[src/rtl/capture_readout_controller_pkg.sv]
// Shared definitions for the capture/readout sequencer: state encoding and defaults.
package capture_readout_controller_pkg;

  typedef enum logic [3:0] {
    ST_IDLE     = 4'd0,
    ST_ARM      = 4'd1,
    ST_FILL     = 4'd2,
    ST_WAIT_RDY = 4'd3,
    ST_READ     = 4'd4,
    ST_WAIT_VLD = 4'd5,
    ST_SEND     = 4'd6,
    ST_WAIT_TX  = 4'd7,
    ST_DONE     = 4'd8
  } state_e;

  localparam int unsigned READ_BYTES_DEF = 4096;

  function automatic int unsigned max_u(input int unsigned a, input int unsigned b);
    return (a > b) ? a : b;
  endfunction

endpackage

[src/rtl/capture_readout_controller_sync_2ff.sv]
// Two-flop synchroniser for a single level signal crossing from the store write clock.
module capture_readout_controller_sync_2ff (
  input  logic clk,
  input  logic rst,
  input  logic d,
  output logic q
);

  logic meta_q;
  logic sync_q;

  always_ff @(posedge clk) begin
    if (rst) begin
      meta_q <= 1'b0;
      sync_q <= 1'b0;
    end else begin
      meta_q <= d;
      sync_q <= meta_q;
    end
  end

  assign q = sync_q;

endmodule

[src/rtl/capture_readout_controller.sv]
// Sequences one capture of the sample store, then drains READ_BYTES bytes to the UART transmitter.
module capture_readout_controller
  import capture_readout_controller_pkg::*;
#(
  parameter int unsigned READ_BYTES    = READ_BYTES_DEF,
  parameter int unsigned CNT_W         = 13,
  parameter int unsigned FILL_TIMEOUT  = 65535,
  parameter int unsigned VALID_TIMEOUT = 16
) (
  input  logic       Clock,
  input  logic       Reset,
  input  logic       StartCapture,
  input  logic       Abort,
  input  logic       FifoNotFull,
  input  logic       DataReadyToSend,
  input  logic       DataValid,
  input  logic [7:0] DataOut,
  input  logic       TxBusy,
  output logic       WriteEnableOut,
  output logic       ReadEnable,
  output logic [7:0] TxData,
  output logic       TxStart,
  output logic       Busy,
  output logic       Done,
  output logic       Error
);

  localparam int unsigned TO_W = $clog2(max_u(FILL_TIMEOUT, VALID_TIMEOUT) + 1);
  localparam logic [TO_W-1:0]  FILL_LAST = TO_W'(FILL_TIMEOUT - 1);
  localparam logic [TO_W-1:0]  VLD_LAST  = TO_W'(VALID_TIMEOUT - 1);
  localparam logic [CNT_W-1:0] BYTE_LAST = CNT_W'(READ_BYTES - 1);

  state_e            state_q, state_d;
  logic              we_q, we_d;
  logic              err_q, err_d;
  logic [TO_W-1:0]   to_q, to_d;
  logic [CNT_W-1:0]  cnt_q, cnt_d;
  logic [7:0]        txd_q, txd_d;
  logic              read_en, tx_start, done;
  logic              fnf_sync, drs_sync, full_s;

  capture_readout_controller_sync_2ff u_fnf_sync (
    .clk (Clock), .rst (Reset), .d (FifoNotFull), .q (fnf_sync)
  );

  capture_readout_controller_sync_2ff u_drs_sync (
    .clk (Clock), .rst (Reset), .d (DataReadyToSend), .q (drs_sync)
  );

  assign full_s = !fnf_sync;

  function automatic logic [TO_W-1:0] sat_inc(input logic [TO_W-1:0] v);
    return (v == '1) ? v : v + TO_W'(1);
  endfunction

  always_comb begin
    state_d  = state_q;
    we_d     = we_q;
    err_d    = err_q;
    to_d     = to_q;
    cnt_d    = cnt_q;
    txd_d    = txd_q;
    read_en  = 1'b0;
    tx_start = 1'b0;
    done     = 1'b0;
    unique case (state_q)
      ST_IDLE: begin
        if (StartCapture) begin
          err_d   = 1'b0;
          state_d = ST_ARM;
        end
      end
      ST_ARM: begin
        we_d    = 1'b1;
        to_d    = '0;
        state_d = ST_FILL;
      end
      ST_FILL: begin
        if (full_s) begin
          we_d    = 1'b0;
          to_d    = '0;
          state_d = ST_WAIT_RDY;
        end else if (to_q == FILL_LAST) begin
          we_d    = 1'b0;
          err_d   = 1'b1;
          to_d    = '0;
          state_d = ST_IDLE;
        end else begin
          to_d = sat_inc(to_q);
        end
      end
      ST_WAIT_RDY: begin
        if (drs_sync) state_d = ST_READ;
      end
      ST_READ: begin
        read_en = 1'b1;
        to_d    = '0;
        state_d = ST_WAIT_VLD;
      end
      ST_WAIT_VLD: begin
        if (DataValid) begin
          txd_d   = DataOut;
          to_d    = '0;
          state_d = ST_SEND;
        end else if (to_q == VLD_LAST) begin
          err_d   = 1'b1;
          to_d    = '0;
          cnt_d   = '0;
          state_d = ST_IDLE;
        end else begin
          to_d = sat_inc(to_q);
        end
      end
      ST_SEND: begin
        if (!TxBusy) begin
          tx_start = 1'b1;
          to_d     = '0;
          state_d  = ST_WAIT_TX;
        end
      end
      ST_WAIT_TX: begin
        // to_q == 0 marks the first cycle, when the transmitter has not yet raised TxBusy
        if (to_q == '0) begin
          to_d = TO_W'(1);
        end else if (!TxBusy) begin
          to_d = '0;
          if (cnt_q == BYTE_LAST) begin
            state_d = ST_DONE;
          end else begin
            cnt_d   = cnt_q + CNT_W'(1);
            state_d = ST_READ;
          end
        end
      end
      ST_DONE: begin
        done    = 1'b1;
        cnt_d   = '0;
        state_d = ST_IDLE;
      end
      default: state_d = ST_IDLE;
    endcase
    // Abort wins over everything, including a StartCapture in the same cycle
    if (Abort) begin
      state_d = ST_IDLE;
      we_d    = 1'b0;
      err_d   = err_q;
      to_d    = '0;
      cnt_d   = '0;
    end
  end

  always_ff @(posedge Clock) begin
    if (Reset) begin
      state_q <= ST_IDLE;
      we_q    <= 1'b0;
      err_q   <= 1'b0;
      to_q    <= '0;
      cnt_q   <= '0;
      txd_q   <= '0;
    end else begin
      state_q <= state_d;
      we_q    <= we_d;
      err_q   <= err_d;
      to_q    <= to_d;
      cnt_q   <= cnt_d;
      txd_q   <= txd_d;
    end
  end

  assign WriteEnableOut = we_q;
  assign ReadEnable     = read_en;
  assign TxData         = txd_q;
  assign TxStart        = tx_start;
  assign Busy           = (state_q != ST_IDLE);
  assign Done           = done;
  assign Error          = err_q;

endmodule
[config.mk]
export PLATFORM = sky130hd
export DESIGN_NAME = capture_readout_controller
export DESIGN_NICKNAME = d
export VERILOG_FILES = /design/src/rtl/capture_readout_controller_pkg.sv /design/src/rtl/capture_readout_controller_sync_2ff.sv /design/src/rtl/capture_readout_controller.sv
export SDC_FILE = /design/constraint.sdc
export NUM_CORES = 1
export LEC_CHECK = 0
export CORE_MARGIN = 2
export CORE_UTILIZATION = 40
export DETAILED_ROUTE_END_ITERATION = 8
export PLACE_DENSITY = 0.66
export SYNTH_ARGS = -nofsm -noshare
export SYNTH_HDL_FRONTEND = slang
export SYNTH_SLANG_ARGS = --single-unit
[constraint.sdc]
create_clock -name Clock -period 3.1 [get_ports Clock]
set_clock_uncertainty 0.1 [all_clocks]
set_input_delay 0.93 -clock Clock [delete_from_list [all_inputs] [get_ports Clock]]
set_output_delay 0.93 -clock Clock [all_outputs]
set_load 0.02 [all_outputs]
==> flow_metrics.tcl, run 1 <==
set metrics [dict create \
    post-route-drc-count 0 \
    io_buffers 29 \
    p_per_area_mw_per_mm2 310 \
    cpPeakStageDelay_ps 430 \
    pwr-share-comb_pct 8.5 \
    n_fill_cell 665 \
    antenna_found_initial 0 \
    fmax_ghz 0.343 \
    drtIter0Drc 211 \
    drive_gt1_share_pct 12.2 \
    design_area_mm2 0.00337 \
    register_area_um2 941 \
    synth_edf_count 0 \
    totalWireLength_um 6940 \
    postCtsSetupRepairBufs 0 \
    ys_seq_area_share_pct 32.7 \
    synth_compound_area_share_pct 21.4 \
    p_int_uw 801 \
    die_h_um 88.8 \
    final_hold_viol_count 0 \
    grt_pass1_vias 2482 \
    synth_top_family_by_area "simple AND/OR/NAND/NOR gates" \
    hold_path.class "flop to flop" \
    fp-row-count 30 \
    area_delta_synth_final_pct 17.4 \
    cts_max_level 2 \
    clk_path_buf_depth 2 \
    syn_nets 370 \
    antenna_cells 0 \
    start_kind "primary input" \
    start_util_pct 41.8 \
    tightest_slew_ps 483 \
    grt_pass1_wl_um 11600 \
    synthAdderAreaFrac_pct 1.74 \
    multi_input_area_mm2 0.00180 \
    ctsResizeCount 1 \
    core_mm2 0.00687 \
    critPathKind "primary input to output pin" \
    cts_buffers 5 \
    hpwlAfterDp_um 5000 \
    synth_area_per_cell_um2 8.21 \
    slew_violations 0 \
    async_flop_share_pct 0 \
    rsz0062_at_grt "false" \
    nets 399 \
    setup_viol 0 \
    clkTransAtPathRegs_ps 80 \
    outcome "finished clean" \
    wl_per_cell_um 14.6 \
    synth-simple-area-share_pct 37.8 \
    synth_mux_area_share_pct 1.48 \
    period_minus_slack_ps 2920 \
    ys_warn_count 0 \
    cp_max_fo 2 \
    ys.flop_type "dfxtp_1" \
    synth_cell_type_count 62 \
    worstSetupEndpointType "output pin" \
    ant_nets 0 \
    io_pins 30 \
    slowest_stage "clkdlybuf4s50_1" \
    synth_cells 350 \
    swShare_pct 23.4 \
    arrival_ps 1890 \
    required_ps 2070 \
    synth_seq_cells 47 \
    max_cap_viol_count 0 \
    max_slew_margin_pct 67.6 \
    avgViaCountPerCell 5.80 \
    grt_max_degree 25 \
    grt_overflow_total 0 \
    dr.pass1.iters 4 \
    dieArea_mm2 0.00788 \
    cts_tree "done" \
    p_leak_nw 1.25 \
    p_sw_uw 244 \
    grt_usage_pct 18.4 \
    dpl_cell_area_mm2 0.00330 \
    tns_ps 0 \
    synth_area_mm2 0.00287 \
    cts.sinks 47 \
    die_w_um 88.8 \
    seq_power_share_pct 58.4 \
    clkLatencyLatePin_ps 300 \
    timing.final.crit_share_pct 94.1 \
    vias 2748 \
    path_cells "clkdlybuf4s50_1 > nor3_1 > dlygate4sd2_1" \
    clkPwrFrac_pct 33.1 \
    gp_congestion 0.822 \
    synth_xor_area_share_pct 0 \
    holdBufCountCts 0 \
    clockRootBuffer "clkbuf_8" \
    vdd_drop_max_v 0.000155 \
]
## layer usage
| metal | up-vias | GRT usage, % | part of all wire, % |
|---|---|---|---|
| met5 | - | 0 | 0 |
| met4 | 0 | 6.20 | 1.0 |
| met3 | 9 | 4.38 | 3.8 |
| met2 | 46 | 28.0 | 46 |
| met1 | 1295 | 25.5 | 49 |
| li1 | 1398 | - | - |
## placed cells by master, fill, tap and decap left out, drive strengths merged, types with 2 or more instances in the layout
cell type / count
mux2: 2
and4: 6
clkbuf: 6
nand4: 16
or4: 2
o21ai: 13
o41ai: 2
nor2b: 7
and3: 20
or2: 4
a211o: 2
clkdlybuf4s50: 28
nor3: 12
nor4: 11
o311a: 2
a31oi: 4
nand2: 29
o211ai: 7
o31ai: 2
nand3b: 2
nand2b: 5
a221o: 11
inv: 6
nand3: 33
nor2: 24
nor4bb: 2
mux2i: 2
o31a: 2
a21oi: 22
and2: 4
o21a: 2
dfxtp: 47
ha: 4
or3: 2
buf: 17
## final cells by class
cell class,count,area share [%]
timing repair buffer,46,12.4
clock buffer,6,2.15
multi-input combinational,273,53.4
tap,96,3.56
sequential,47,27.9
inverter,6,0.668
## kinds of logic (layout without fill, tap and decap cells)
group / Yosys count / in the layout
fa+ha+maj: 4 / 4
flops: 47 / 47
simple gates: 182 / 182
compound gates: 83 / 83
mux: 4 / 4
buf+inv: 30 / 58
## worst paths after layout
path | start | end | slack (ps) | depth (start not counted)
worst max-delay path | TxBusy | TxStart | 180 | 3
worst min-delay path | u_drs_sync.meta_q | u_drs_sync.q | 350 | 1
worst max register to register | to_q[0] | cnt_q[3] | 670 | 6
worst min register to register | u_drs_sync.meta_q | u_drs_sync.q | 350 | 1
## power by group through the flow
stage          clock network (mW)  logic [mW]  registers [mW]
3_5_place_dp                    0      0.0877           0.624
6_report                    0.346      0.0886           0.610
2_1_floorplan                   0      0.0446           0.624
5_1_grt                     0.380      0.0959           0.611
3_3_place_gp                    0      0.0872           0.624
4_1_cts                     0.355      0.0881           0.610
## flip-flops by register name, summed over array words and instances (netlist names)
signal	flops
to_q	16
cnt_q	13
TxData	8
state_q	4
Error	1
WriteEnableOut	1
u_drs_sync.meta_q	1
u_drs_sync.q	1
u_fnf_sync.meta_q	1
u_fnf_sync.q	1
## metrics by stage
| stage | power [mW] | util (%) | setup WS (ps) | hold slack [ps] | cells |
|---|---|---|---|---|---|
| 3_3_place_gp | 0.711 | 48.1 | -110 | 319 | 468 |
| 6_report | 1.05 | 49.1 | 183 | 347 | 474 |
| 4_1_cts | 1.05 | 49.1 | 175 | 349 | 474 |
| 3_5_place_dp | 0.712 | 48.1 | -105 | 329 | 468 |
| 2_1_floorplan | 0.668 | - | 630 | 314 | 350 |
| 5_1_grt | 1.09 | 49.1 | 145 | 361 | 474 |
## Yosys cell counts, drive strengths merged (6+ instances only)
master	number	share of area (%)
inv	6	0.78
dfxtp	47	33
o21ai	13	2.3
nand3	33	5.7
clkbuf	11	1.4
nor2b	7	1.5
nor2	24	3.1
nand2	29	3.8
a21oi	22	3.8
nand4	16	4.4
a221o	11	3.8
nor4	11	4.6
nor3	12	2.3
o211ai	7	1.8
buf	13	2.6
and4	6	1.9
and3	20	4.4
## critical path: cells and delay by family
| kind | cells | cell delay [ps] |
|---|---|---|
| buffers and inverters | 2 | 780 |
| and+or+nand+nor | 1 | 170 |
No activity file was read; power rests on OpenSTA's default activity.
==> run 2, diff against run 1 <==
CORE_UTILIZATION = 50   (was 40)
PLACE_DENSITY = 0.78   (was 0.66)
==> run 2 against run 1 <==
  * Utilization increased by 11 points
  * Worst hold slack got worse by 3.3 ps
  * Clock power is 9.5% higher
  * Critical path type unchanged
==> flow_metrics.tcl, run 2 (synthesis gave the netlist of run 1 again) <==
set metrics [dict create \
    core_mm2 0.00554 \
    grt_pass1_wl_um 11500 \
    slowest_stage "clkdlybuf4s50_1" \
    grt_overflow_total 0 \
    setup_viol 0 \
    period_minus_slack_ps 2920 \
    ant_nets 0 \
    hold_start "u_fnf_sync.meta_q" \
    cts_max_level 2 \
    cts_tree "done" \
    critPathTopFamily "buffers and inverters" \
    arrival_ps 1890 \
    hold_path.class "flop to flop" \
    ctsResizeCount 1 \
    cts_buffers 5 \
    die_h_um 79.8 \
    clkLatencyLatePin_ps 300 \
    avgViaCountPerCell 6.20 \
    drtIter0Drc 158 \
    final_hold_viol_count 0 \
    tightest_slew_ps 558 \
    die_w_um 79.8 \
    fmax_ghz 0.342 \
    design_area_mm2 0.00334 \
    worstHoldEndpoint "u_fnf_sync.q" \
    holdWs_ps 343 \
    path_cells "clkdlybuf4s50_1 > nor3_1 > dlygate4sd2_1" \
    holdBufCountCts 0 \
    postCtsSetupRepairBufs 0 \
    timing.final.crit_share_pct 94.2 \
    start_util_pct 51.9 \
    reg2reg_to "cnt_q[6]" \
    start_kind "primary input" \
    cp_max_fo 2 \
    whs_path_depth 1 \
    fp-row-count 27 \
    hpwlAfterDp_um 4870 \
    wl_per_cell_um 15.0 \
    antenna_found_initial 0 \
    io_pins 30 \
    rsz0062_at_grt "false" \
    max_slew_margin_pct 62.3 \
    slew_violations 0 \
    worstSetupEndpointType "output pin" \
    cp_num_cells 3 \
    io_buffers 29 \
    reg2reg_slack_ps 680 \
    critPathKind "primary input to output pin" \
    p_leak_nw 1.26 \
    p_per_area_mw_per_mm2 322 \
    grt_max_degree 25 \
    reg2reg_depth 6 \
    grt_pass1_vias 2543 \
    antenna_cells 0 \
    area_delta_synth_final_pct 16.4 \
    max_cap_viol_count 0 \
    path_buf_inv 2 \
    clk_path_buf_depth 2 \
    final_common_cell "dfxtp_1" \
    gp_congestion 0.890 \
    mostFrequentLayoutCells "dfxtp_1, nand3_1, nand2_1" \
    dieArea_mm2 0.00637 \
    vdd_drop_max_v 0.000182 \
    totalWireLength_um 6770 \
    outcome "finished clean" \
    largest_reg_flops 16 \
    dpl_cell_area_mm2 0.00326 \
    required_ps 2070 \
    r2r_start "to_q[0]" \
    dr.pass1.iters 4 \
    clkTransAtPathRegs_ps 80 \
    cts.sinks 47 \
    drive_gt1_share_pct 12.2 \
    grt_usage_pct 22.1 \
    vias 2791 \
    cpPeakStageDelay_ps 430 \
    clockRootBuffer "clkbuf_8" \
    max_flop_register "to_q" \
    post-route-drc-count 0 \
    nets 398 \
]
[run 2: power by group]
group,total (mW),internal [mW],switching (mW)
clock,0.379,0.175,0.203
sequential,0.610,0.607,0.00299
combinational,0.0888,0.0427,0.0460
total,1.08,0.825,0.252
[run 2: routing by layer]
layer  track usage [%]  share of wire [%]  vias to the layer above
li1                  -                  -                     1395
met1              29.7                 48                     1316
met2              36.6                 47                       73
met3              4.19                4.5                        7
met4              5.25               0.74                        0
met5                 0                  0                        -
[run 2: through the flow]
step                setup slack (ps)  total power [mW]  TNS [ps]  instances  utilization (%)
detailed placement              -106             0.711      -106        443             58.8
finish                           180              1.08         0        450             60.4
floorplan                        630             0.668         0        350                -
global placement               -97.3             0.710     -97.3        443             58.8
CTS                              176              1.09         0        450             60.4
global route                    72.0              1.12         0        450             60.4
[run 2: cell type report]
cell class	instances	area, um2
inverter	6	22.5
tap	72	90.1
timing repair buffer	45	409
multi-input combinational	273	1790
fill	507	2200
clock buffer	6	82.6
sequential	47	941
clock inverter	1	5.00
[run 2: worst max path at each step]
| stage | start | end | slack [ps] |
|---|---|---|---|
| after floorplan | Abort | cnt_q[0] | 630 |
| after global placement | TxBusy | TxStart | -100 |
| after detailed placement | TxBusy | TxStart | -110 |
| after CTS | TxBusy | TxStart | 180 |
| after global routing | TxBusy | TxStart | 70 |
| final | TxBusy | TxStart | 180 |
[run 2: worst register-to-register path, stage by stage (launching register included)]
cell,delay (ps)
dfxtp_1,400
ha_1,320
and3_1,290
nand4_2,170
o21a_1,280
o31a_1,380
a221o_1,380
==> run 3, diff against run 2 <==
ABC_AREA = 1   (was not set)
MAX_ROUTING_LAYER = met4   (was not set)
PLACE_DENSITY = 0.77   (was 0.78)
==> run 3 against run 2 <==
  * Sequential share of layout area is 1.1 points lower
  * Critical endpoint is now Done
  * Wire length is 8.3% higher
  * Global-route usage is 1.8 points higher
  * Clock power is 41% higher
  * Total power is 24% higher
  * Critical path type is now flop to output pin
  * Final area is 4.0% higher
  * Synthesized cell count is 37% higher
==> flow_metrics.tcl, run 3 <==
set metrics [dict create \
    outcome "finished clean" \
    ctsResizeCount 1 \
    post-route-drc-count 0 \
    wl_per_cell_um 12.6 \
    synth_compound_area_share_pct 7.53 \
    rsz0062_at_grt "false" \
    whs_path_depth 2 \
    synth.area.top_cells "dfxtp_1, nand2_1, nand3_1" \
    ys.flop_type "dfxtp_1" \
    ys_seq_area_share_pct 31.3 \
    hpwlAfterDp_um 5310 \
    tightest_slew_ps 636 \
    grt_pass1_vias 2796 \
    synth_seq_cells 47 \
    cts_tree "done" \
    grt_usage_pct 23.9 \
    required_ps 2070 \
    avgViaCountPerCell 5.35 \
    p_per_area_mw_per_mm2 383 \
    synth_cell_type_count 32 \
    io_pins 30 \
    syn_nets 501 \
    critPathKind "flop to output pin" \
    drive_gt1_share_pct 7.09 \
    synth-simple-area-share_pct 46.1 \
    postCtsSetupRepairBufs 0 \
    hold_start "u_fnf_sync.meta_q" \
    drtIter0Drc 176 \
    clockRootBuffer "clkbuf_8" \
    synth_area_per_cell_um2 6.25 \
    setup_viol 0 \
    fmax_ghz 0.350 \
    max_slew_margin_pct 57.6 \
    nets 527 \
    grt_pass1_wl_um 12300 \
    arrival_ps 1830 \
    cts_buffers 5 \
    timing.final.crit_share_pct 92.2 \
    final_common_cell "nand2_1" \
    synthAdderAreaFrac_pct 1.66 \
    worstSetupEndpointType "output pin" \
    antenna_cells 0 \
    cp_max_fo 7 \
    clk_path_buf_depth 2 \
    synth_area_mm2 0.00301 \
    reg2reg_depth 7 \
    largest_reg_flops 16 \
    dieArea_mm2 0.00665 \
    synth_most_common_cell "nand2_1" \
    synth_top_area_share_pct 31.3 \
    start_util_pct 51.4 \
    reg2reg_slack_ps 770 \
    antenna_found_initial 0 \
    die_h_um 81.5 \
    core_mm2 0.00585 \
    synth_top_family_by_area "simple AND/OR/NAND/NOR gates" \
    final_hold_viol_count 0 \
    area_delta_synth_final_pct 15.7 \
    vdd_drop_max_v 0.000339 \
    cts.sinks 47 \
    synth_cells 481 \
    synth_mux_area_share_pct 0 \
    cts_max_level 2 \
    holdWs_ps 310 \
    grt_overflow_total 0 \
    worstHoldEndpoint "u_fnf_sync.q" \
    p_leak_nw 1.36 \
    die_w_um 81.5 \
    hold_path.class "flop to flop" \
    synth_commonest_cells "nand2_1, nor2_1, nand3_1" \
    async_flop_share_pct 0 \
    vias 3118 \
    tns_ps 0 \
    grt_max_degree 25 \
    totalWireLength_um 7330 \
    dr.pass1.iters 5 \
    gp_congestion 0.930 \
    synth_xor_area_share_pct 4.08 \
    max_cap_viol_count 0 \
    io_buffers 29 \
    r2r_start "state_q[2]" \
    start_kind "flop" \
    period_minus_slack_ps 2860 \
    ant_nets 0 \
    mostFrequentLayoutCells "nand2_1, nor2_1, nand3_1" \
    clkLatencyLatePin_ps 300 \
    fp-row-count 28 \
    reg2reg_to "cnt_q[2]" \
    slew_violations 0 \
    synth_top_area_cell "dfxtp_1" \
    max_flop_register "to_q" \
    clkTransAtPathRegs_ps 90 \
    holdBufCountCts 0 \
    synth_edf_count 0 \
    ys_warn_count 0 \
]
[run 3: cell types whose count changed after synthesis, moves of 8 or more]
| cell | delta |
|---|---|
| and3_1 | -20 |
| nand3_1 | +23 |
| o21ai_0 | -10 |
| a21oi_1 | +14 |
| xor2_1 | +8 |
| nand2_1 | +110 |
| nor2_1 | +46 |
| inv_1 | +38 |
| a221o_1 | -11 |
[run 3: power breakdown]
part           switching [mW]  leakage (nW)  internal (mW)  total (mW)
Clock                   0.212        0.0654          0.322       0.534
Sequential            0.00863         0.380          0.612       0.621
Combinational           0.112         0.917         0.0648       0.176
[run 3: worst max-delay path by stage]
stage / startpoint / endpoint / slack, ps / cells after the start
3_3_place_gp: TxBusy / TxStart / 10 / 3
2_1_floorplan: TxBusy / TxStart / 850 / 1
6_report: state_q[0] / Done / 240 / 4
4_1_cts: state_q[0] / Done / 250 / 4
3_5_place_dp: TxBusy / TxStart / 2 / 3
5_1_grt: state_q[0] / Done / 160 / 4
[run 3: cell families (layout without fill, tap and decap cells)]
| family | count (synthesis) | in the layout |
|---|---|---|
| and+or+nand+nor | 310 | 310 |
| DFF | 47 | 47 |
| buffers and inverters | 64 | 91 |
| adders and majority gates | 4 | 4 |
| xor gates and xnor gates | 14 | 14 |
| AOI/OAI and AO/OA | 42 | 42 |
[run 3: metal layers]
layer,routed length [um],global-route usage (%),vias up
met3,362,4.29,13
met1,3380,29.5,1422
met5,0,-,-
met4,125,8.14,0
li1,-,-,1597
met2,3470,39.5,86
[run 3: layout make-up]
class | count | area, um2
Sequential cell | 47 | 941
Fill cell | 552 | 2370
Inverter | 48 | 180
Clock buffer | 6 | 72.6
Tap cell | 75 | 93.8
Timing Repair Buffer | 35 | 347
Multi-Input combinational cell | 370 | 1780
Clock inverter | 2 | 60.1
[run 3: through the flow]
| step | cells | power [mW] | setup WS, ps | utilization (%) | area (um2) |
|---|---|---|---|---|---|
| finish | 583 | 1.33 | 240 | 59.5 | 3480 |
| global route | 583 | 1.38 | 155 | 59.5 | 3480 |
| CTS | 583 | 1.34 | 253 | 59.5 | 3480 |
| detailed placement | 575 | 0.810 | 2.45 | 57.2 | 3350 |
| global placement | 575 | 0.806 | 9.69 | 57.2 | 3350 |
| floorplan | 481 | 0.751 | 847 | - | 3010 |
[run 3: critical path: stages, from the launching register on]
cell and delay [ps]:
dfxtp_1 390, inv_2 160, nand2_1 110, nor3_1 220, clkdlybuf4s50_1 650
